$ cat src/rtl/star_scheduler.sv
// star_scheduler: game FSM, LFSR lane spawner and per-lane hit/miss judge for four star lanes.
// Build option: define STAR_SCHED_PENALTY_EN to turn off-window presses on a falling star into misses.
module star_scheduler #(
  parameter int unsigned SPAWN_PERIOD = 50,
  parameter int unsigned HIT_V_MIN    = 400,
  parameter int unsigned HIT_V_MAX    = 460,
  parameter int unsigned BOTTOM_V     = 480,
  parameter int unsigned FX_TICKS     = 20,
  parameter logic [7:0]  LFSR_SEED    = 8'hA5
) (
  input  logic       clk,
  input  logic       rst,
  input  logic       start,
  input  logic       pause,
  input  logic [3:0] btn,
  input  logic [9:0] star_v_0,
  input  logic [9:0] star_v_1,
  input  logic [9:0] star_v_2,
  input  logic [9:0] star_v_3,
  output logic [2:0] star_state_0,
  output logic [2:0] star_state_1,
  output logic [2:0] star_state_2,
  output logic [2:0] star_state_3,
  output logic [7:0] score,
  output logic [7:0] miss_cnt,
  output logic       running
);

  localparam int unsigned    SPW        = $clog2(SPAWN_PERIOD);
  localparam int unsigned    FXW        = (FX_TICKS > 1) ? $clog2(FX_TICKS) : 1;
  localparam logic [SPW-1:0] SPAWN_LAST = SPW'(SPAWN_PERIOD - 1);
  localparam logic [FXW-1:0] FX_LAST    = FXW'(FX_TICKS - 1);
  localparam logic [9:0]     V_MIN      = 10'(HIT_V_MIN);
  localparam logic [9:0]     V_MAX      = 10'(HIT_V_MAX);
  localparam logic [9:0]     V_BOTTOM   = 10'(BOTTOM_V);

  typedef enum logic [1:0] {G_STOP = 2'd0, G_RUN = 2'd1, G_PAUSE = 2'd2} game_e;
  typedef enum logic [2:0] {L_IDLE = 3'd0, L_FALL = 3'd1, L_HIT = 3'd2, L_MISS = 3'd3} lane_e;

  function automatic logic [7:0] lfsr_next(input logic [7:0] l);
    return {l[6:0], l[7] ^ l[5] ^ l[4] ^ l[3]};
  endfunction

  function automatic logic [7:0] sat_add(input logic [7:0] a, input logic [2:0] n);
    logic [8:0] sum;
    sum = {1'b0, a} + {6'd0, n};
    return sum[8] ? 8'hFF : sum[7:0];
  endfunction

  game_e          game_q, game_d;
  logic           running_q, running_d;
  logic [7:0]     lfsr_q, lfsr_d;
  logic [SPW-1:0] spawn_q, spawn_d;
  logic [7:0]     score_q, score_d;
  logic [7:0]     miss_q, miss_d;
  lane_e          lane_q [4];
  lane_e          lane_d [4];
  logic [FXW-1:0] fx_q [4];
  logic [FXW-1:0] fx_d [4];

  logic [9:0] v_s [4];
  logic [3:0] in_win_s;
  logic [3:0] penalty_s;
  logic [3:0] idle_s;
  logic [1:0] cand_s;
  logic [1:0] spawn_lane_s;
  logic       spawn_ok_s;
  logic       spawn_now_s;
  logic [2:0] hit_n_s;
  logic [2:0] miss_n_s;

  assign v_s[0] = star_v_0;
  assign v_s[1] = star_v_1;
  assign v_s[2] = star_v_2;
  assign v_s[3] = star_v_3;

  // Per-lane hit window and off-window press penalty
  always_comb begin
    in_win_s  = 4'd0;
    penalty_s = 4'd0;
    for (int i = 0; i < 4; i++) begin
      in_win_s[i] = (v_s[i] >= V_MIN) && (v_s[i] <= V_MAX);
`ifdef STAR_SCHED_PENALTY_EN
      penalty_s[i] = btn[i] && !in_win_s[i];
`else
      penalty_s[i] = 1'b0;
`endif
    end
  end

  // Spawn lane: first IDLE lane probing upward from the LFSR candidate (later probes overridden by earlier)
  always_comb begin
    idle_s       = 4'd0;
    cand_s       = 2'd0;
    spawn_lane_s = 2'd0;
    spawn_ok_s   = 1'b0;
    for (int i = 0; i < 4; i++) begin
      idle_s[i] = (lane_q[i] == L_IDLE);
    end
    for (int k = 3; k >= 0; k--) begin
      cand_s       = lfsr_q[1:0] + 2'(k);
      spawn_lane_s = idle_s[cand_s] ? cand_s : spawn_lane_s;
      spawn_ok_s   = spawn_ok_s | idle_s[cand_s];
    end
    spawn_now_s = (spawn_q == SPAWN_LAST) && spawn_ok_s;
  end

  // Game FSM, lane FSMs, spawn counter, LFSR and scoring next state
  always_comb begin
    game_d   = game_q;
    lfsr_d   = lfsr_q;
    spawn_d  = spawn_q;
    score_d  = score_q;
    miss_d   = miss_q;
    hit_n_s  = 3'd0;
    miss_n_s = 3'd0;
    for (int i = 0; i < 4; i++) begin
      lane_d[i] = lane_q[i];
      fx_d[i]   = fx_q[i];
    end

    if (start) begin
      game_d  = pause ? G_PAUSE : G_RUN;
      spawn_d = '0;
      score_d = 8'd0;
      miss_d  = 8'd0;
      for (int i = 0; i < 4; i++) begin
        lane_d[i] = L_IDLE;
        fx_d[i]   = '0;
      end
    end else begin
      case (game_q)
        G_STOP:  game_d = G_STOP;
        G_PAUSE: game_d = pause ? G_PAUSE : G_RUN;
        G_RUN: begin
          game_d  = pause ? G_PAUSE : G_RUN;
          lfsr_d  = lfsr_next(lfsr_q);
          spawn_d = (spawn_q == SPAWN_LAST) ? '0 : spawn_q + SPW'(1);
          for (int i = 0; i < 4; i++) begin
            case (lane_q[i])
              L_IDLE: lane_d[i] = (spawn_now_s && (spawn_lane_s == 2'(i))) ? L_FALL : L_IDLE;
              L_FALL: begin
                // A press inside the window wins even if the star also reached the bottom
                if (btn[i] && in_win_s[i]) begin
                  lane_d[i] = L_HIT;
                  hit_n_s   = hit_n_s + 3'd1;
                end else if ((v_s[i] >= V_BOTTOM) || penalty_s[i]) begin
                  lane_d[i] = L_MISS;
                  miss_n_s  = miss_n_s + 3'd1;
                end else begin
                  lane_d[i] = L_FALL;
                end
              end
              L_HIT, L_MISS: begin
                if (fx_q[i] == FX_LAST) begin
                  lane_d[i] = L_IDLE;
                  fx_d[i]   = '0;
                end else begin
                  fx_d[i]   = fx_q[i] + FXW'(1);
                end
              end
              default: begin
                lane_d[i] = L_IDLE;
                fx_d[i]   = '0;
              end
            endcase
          end
          score_d = sat_add(score_q, hit_n_s);
          miss_d  = sat_add(miss_q, miss_n_s);
        end
        default: game_d = G_STOP;
      endcase
    end
    running_d = (game_d != G_STOP);
  end

  // State registers
  always_ff @(posedge clk or negedge rst) begin
    if (!rst) begin
      game_q    <= G_STOP;
      running_q <= 1'b0;
      lfsr_q    <= LFSR_SEED;
      spawn_q   <= '0;
      score_q   <= 8'd0;
      miss_q    <= 8'd0;
      for (int i = 0; i < 4; i++) begin
        lane_q[i] <= L_IDLE;
        fx_q[i]   <= '0;
      end
    end else begin
      game_q    <= game_d;
      running_q <= running_d;
      lfsr_q    <= lfsr_d;
      spawn_q   <= spawn_d;
      score_q   <= score_d;
      miss_q    <= miss_d;
      for (int i = 0; i < 4; i++) begin
        lane_q[i] <= lane_d[i];
        fx_q[i]   <= fx_d[i];
      end
    end
  end

  assign star_state_0 = lane_q[0];
  assign star_state_1 = lane_q[1];
  assign star_state_2 = lane_q[2];
  assign star_state_3 = lane_q[3];
  assign score        = score_q;
  assign miss_cnt     = miss_q;
  assign running      = running_q;

endmodule
$ cat config.mk
export PLATFORM = sky130hd
export DESIGN_NAME = star_scheduler
export DESIGN_NICKNAME = d
export VERILOG_FILES = /design/src/rtl/star_scheduler.sv
export SDC_FILE = /design/constraint.sdc
export NUM_CORES = 1
export LEC_CHECK = 0
export BUFFER_PORTS_ARGS = -buffer_cell sky130_fd_sc_hd__buf_2
export CORE_MARGIN = 5
export CORE_UTILIZATION = 26
export DETAILED_ROUTE_END_ITERATION = 6
export SYNTH_ARGS = -nofsm -noshare
export SYNTH_HDL_FRONTEND = slang
export SYNTH_SLANG_ARGS = --single-unit
$ cat constraint.sdc
create_clock -name clk -period 4.6 [get_ports clk]
set_input_delay 0.69 -clock clk [delete_from_list [all_inputs] [get_ports clk]]
set_output_delay 0.69 -clock clk [all_outputs]
set_load 0.02 [all_outputs]
Word level (Yosys, flattened, before mapping):

Index checks and enable logic that the tools add are counted.

* add/subtract/negate cells: 16
* magnitude comparators: 16
* equality and inequality tests: 30
* mux-type cells: 92
* bitwise operators: 7
* reduce and logical (&&, ||, !) cells: 38

Operator list (number)
* 2-to-1 mux 3 bit: 35
* greater-or-equal comparator 10 x 9 -> 1 bit (second input constant): 8
* 2-to-1 mux 8 bit: 6
* <= comparator 10 x 9 -> 1 bit (second input constant): 4
* 2-to-1 mux 20 bit: 2
* one-hot mux 5 bit (2 select lines): 4
* one-hot mux 3 bit (3 select lines): 4
* 2-to-1 mux 2 bit: 15
* equality test 3 x 2 -> 1 bit (second input constant): 8
* 2-to-1 mux 12 bit: 2
* adder 5 x 1 -> 5 bit (second input constant): 4
* equality test 5 bit (second input constant): 4
* 2-to-1 mux 5 bit: 4
* adder 3 x 1 -> 3 bit (second input constant): 6
* adder 8 x 3 -> 9 bit: 2
* 2-to-1 mux 6 bit: 3
* AND reduction 2 bit: 9
* OR reduction 2 bit: 9
* logical AND 1 bit: 13
* 2-to-1 mux 1 bit: 13
* equality test 3 x 1 -> 1 bit (second input constant): 4
* logical NOT 3 bit: 4
* < comparator 2 x 3 -> 1 bit (second input constant): 4
* != test 3 bit (second input constant): 4
* 13 further kinds: 28

* register bits: 65
* bits of input ports: 48
* output and inout port bits: 29
* logic and storage cells: 213

Longest topological paths before layout:

* depth after elaboration: 29
* gate-level depth with buffers: 17

Worst setup path before layout:

No wires, ideal clock.

* path type: input-to-reg
* start point: input port star_v_1[5]
* end point: register score_q[2] (netlist: score[2])
* library setup time: 0.132 ns
* arrival: 3.947 ns
* setup slack: 0.521 ns
* stages on the path: 16
* cells stage by stage: or3b_1 > o21ai_2 > and2_1 > ha_1 > nand2_1 > o21ai_1 > ha_1 > mux2_4 > ha_1 > mux2_2 > fa_1 > and2_1 > o21a_1 > and3_1 > o22ai_1 > nor2_1

* cells in the longest elaborated chain, start to end: 21

Ends and longest elaborated chain
* start: declaration: line 17 `input logic [9:0] star_v_1,`
* greater-or-equal comparator 10 x 9 -> 1 bit / <= comparator 10 x 9 -> 1 bit (equally long branches): line 82 `in_win_s[i] = (v_s[i] >= V_MIN) && (v_s[i] <= V_MAX);`
* logical AND 1 bit *: line 82
* logical AND 1 bit *: line 144 `if (btn[i] && in_win_s[i]) begin`
* 2-to-1 mux 3 bit *: line 144
* 2-to-1 mux 3 bit *: line 140 `case (lane_q[i])`
* 2-to-1 mux 3 bit *: line 132 `case (game_q)`
* 2-to-1 mux 3 bit *: line 122 `if (start) begin`
* adder 3 x 1 -> 3 bit: line 146 `hit_n_s = hit_n_s + 3'd1;`
* (+5 left out)
* 2-to-1 mux 3 bit: line 144
* 2-to-1 mux 3 bit *: line 140
* 2-to-1 mux 3 bit *: line 132
* 2-to-1 mux 3 bit *: line 122
* adder 8 x 3 -> 9 bit *: line 46 `sum = {1'b0, a} + {6'd0, n};`
* 2-to-1 mux 8 bit *: line 47 `return sum[8] ? 8'hFF : sum[7:0];`
* 2-to-1 mux 8 bit *: line 132
* 2-to-1 mux 8 bit *: line 122
* end signal: assignment: line 195 `score_q <= score_d;`
* end: declaration: line 54 `logic [7:0] score_q, score_d;`

Every way passes the cells marked *; elsewhere a longest branch is shown, timed or not. The select of a mux whose other input is x is not followed.
A chain may end at the register's enable or synchronous reset.

Worst setup path after layout:

Same ends and word-level chain as after synthesis.

==> summary.md <==
| Metric | Value |
|---|---|
| Status | `complete, no violations` |
| Slew Viols, Final | `0` |
| Synth Cell Area | `0.00402 mm2` |
| Slew @ Worst Pin | `0.788 ns` |
| Min cycle time layout | `around 4.1 ns` |
| Syn Area/Cell | `8.92 um2` |
| Net switching power | `0.416 mW` |
| Maximum buffer depth of the clock tree | `2` |
| Worst skew pair latency | `around 0.32 ns` |
| Global-route usage over all layers | `0.115` |
| Buffers on Ports | `between 70 and 80` |
| Clock network fraction of design power | `0.396` |
| Min setup slack post-route | `about 0.48 ns` |
| Number of library cell types mapped by synthesis | `73` |
| Die area | `between 0.015 and 0.02 mm2` |
| Internal power | `between 1 and 1.5 mW` |
| Commonest non-fill, non-tap cell in the layout | `buf_2` |
| Critical path required time | `4.78 ns` |
| Area contributors post-synth | `dfrtp_1 (35%), ha_1 (5.9%), nand2_1 (5.6%)` |
| Initial DRC Count | `240` |
| Core area | `around 0.015 mm2` |
| Register clock-pin slew on the reported worst setup and hold paths | `~0.050 ns` |
| Post-synthesis async set-or-reset flop share | `1.00` |
| Setup Skew | `0.00442 ns` |
| CP Launch Type | `primary input` |
| DP HPWL | `7490 um` |
| TritonCTS Sinks | `61` |
| Sequential power share | `0.431` |
| DIE WIDTH | `134 um` |
| Initial Util | `0.265` |
| Leakage | `2.19 nW` |
| Net Sw Frac | `0.282` |
| Endpoint, Worst Hold | `lfsr_q[2]` |
| Seq/Total Area, Yosys | `0.381` |
| Worst hold-check path type | `flop to flop` |
| YS warnings | `0` |
| Area grow syn2layout | `19.6%` |
| Crit path kind | `primary input to flop` |
| Number of global-route vias before repair | `around 3600` |
| Initial antenna violation count | `0` |
| Post-DR wirelength/cell | `14.1 um` |
| WHS Path Cells | `2` |
| Post_cts resized | `0` |
| Top cell type's share of synthesized area | `0.355` |
| R2r endpoint | `miss_cnt[3]` |
| RSZ-0062 raised after global routing | `no` |
| Max H-tree Level | `3` |
| Antenna cell count | `0` |
| Post CTS Setup Buffer Count | `0` |
| GR Overflow Total | `0` |
| WL final | `10100 um` |
| Setup TNS | `0 ns` |
| TritonCTS Buffers | `9` |
| Comb pwr share | `0.173` |
| Fin crit share | `0.895` |
| Hold_sp | `lfsr_q[2]` |
| # hold bufs at CTS | `0` |
| Max VDD drop | `0.000171 V` |
| R2R setup slack | `0.57 ns` |
| Post-Syn Instances | `451` |
| Clock root buffer | `clkbuf_16` |
| Worst Path Max Fanout | `5` |
| WP data arrival | `4.29 ns` |
| Synth area leader | `dfrtp_1` |
| PD cells | `307 mW/mm2` |
| Crit. End Element | `flop` |
| Final Hold Viols | `0` |
| EDFF count, synth | `0` |
| Synthesized flop and latch total | `between 60 and 70` |
| Tot Pwr | `1.48 mW` |
| Cell Rows | `45` |
| Nets | `592` |
| Commonest non-fill, non-tap cells in the layout | `buf_2 (72), nand2_1 (60), dfrtp_1 (57)` |
| MaxCap Viol Count | `0` |
| I/O pin count | `77` |
| Drt via density | `4.87` |
| Pre-CTS setup slack | `0.133 ns` |
| DRC | `0` |
| Slew margin rel. | `0.474` |
| Final setup fails | `0` |
| R2R Path Start | `star_state_0[1]` |
| DRT antenna net count | `0` |
| Die height | `134 um` |
| DR vias | `3485` |
| Pre-Repair DR Iteration Count | `4` |
| Layout cells sized above 1 | `0.214` |
| Maximum clock rate | `243 MHz` |
| CTS tree | `done` |
| Top_reg_cell synth | `dfrtp_1` |
| Largest net degree at the start of global routing | `62` |
| First-pass GRT wire length | `16900 um` |
| Gpl congestion | `around 0.77` |
| Worst r2r path cells | `14` |
-- logic make-up after synthesis --
kind of cell    count (synthesis)  share of synthesized area
simple gates                  199                      0.255
compound gates                110                      0.189
flops                          61                      0.381
buf+inv                        33                     0.0395
fa+ha+maj                      21                     0.0691
xor+xnor                       16                     0.0367
mux                            10                     0.0280
other cells                     1                   0.000933
-- cell usage after synthesis (all sizes together) (2+ instances only) --
cell,instances
ha,19
nand2,60
buf,12
nor2,48
a22o,2
mux2,4
and3,3
o31a,2
mux2i,6
nand4bb,2
a31oi,2
nand4,3
o21ai,24
a21oi,34
nor4,2
nor3b,7
a32oi,2
nand2b,7
nor3,11
or3b,2
or3,5
o211a,3
and4b,2
o2111ai,2
xnor2,11
nand3,15
inv,14
dfstp,4
o211ai,3
a21o,3
xor2,5
fa,2
o31ai,4
clkbuf,6
a311oi,4
a41oi,4
and2,9
o21ba,4
o32ai,4
dfrtp,57
a211oi,7
nor2b,17
-- registers in the layout, indices dropped and copies added, names as in the netlist --
register	cells
star_state_2	2
star_state_0	2
spawn_q	6
running	1
score	8
star_state_3	2
star_state_1	2
miss_cnt	8
lfsr_q	8
fx_q	20
game_q	2
-- metrics by stage --
step / instances / area (um2) / hold WS [ns] / utilization
2_1_floorplan: 454 / 4030 / 0.394 / -
3_5_place_dp: 700 / 4560 / 0.460 / 0.300
3_3_place_gp: 700 / 4560 / 0.447 / 0.300
6_report: 716 / 4810 / 0.462 / 0.316
4_1_cts: 716 / 4810 / 0.470 / 0.316
5_1_grt: 716 / 4810 / 0.493 / 0.316
-- how the worst max path moves through the flow --
| stage | start | end | slack (ns) |
|---|---|---|---|
| floorplan | star_v_1[5] | score[2] | 0.52 |
| global placement | star_v_1[5] | score[2] | 0.19 |
| detailed placement | star_v_1[5] | score[2] | 0.13 |
| CTS | star_v_1[5] | score[2] | 0.48 |
| global route | star_state_0[1] | miss_cnt[3] | 0.23 |
| finish | star_v_1[5] | score[2] | 0.48 |
-- per-layer routing --
layer  wire length, um  global-route usage
met2              5240               0.204
met4                95              0.0317
met3               415              0.0353
met1              4360               0.134
met5                 0                   0
-- worst max-delay path: stages --
cell,delay [ns]
buf_2,0.11
or3b_1,0.38
o21ai_2,0.15
and2_1,0.17
ha_1,0.23
nand2_1,0.06
o21ai_1,0.14
ha_1,0.31
mux2_4,0.27
ha_1,0.30
mux2_2,0.29
fa_1,0.40
and2_1,0.19
o21a_1,0.21
and3_1,0.21
o22ai_1,0.13
nor2_1,0.05
-- area by class of cell --
class	instances	area [um2]
multi-input combinational	360	2340
clock inverter	2	10.0
fill	1600	10400
timing repair buffer	76	390
tap	188	235
clock buffer	14	244
sequential	61	1530
inverter	15	56.3
-- power groups by stage --
stage                     clock network (mW)  logic [mW]  registers, mW
after detailed placement                   0       0.259          0.644
after CTS                              0.603       0.261          0.636
after global placement                     0       0.251          0.640
final                                  0.584       0.256          0.636
after global routing                   0.628       0.295          0.646
after floorplan                            0       0.183          0.636
Power figures use the tool's default switching activity.
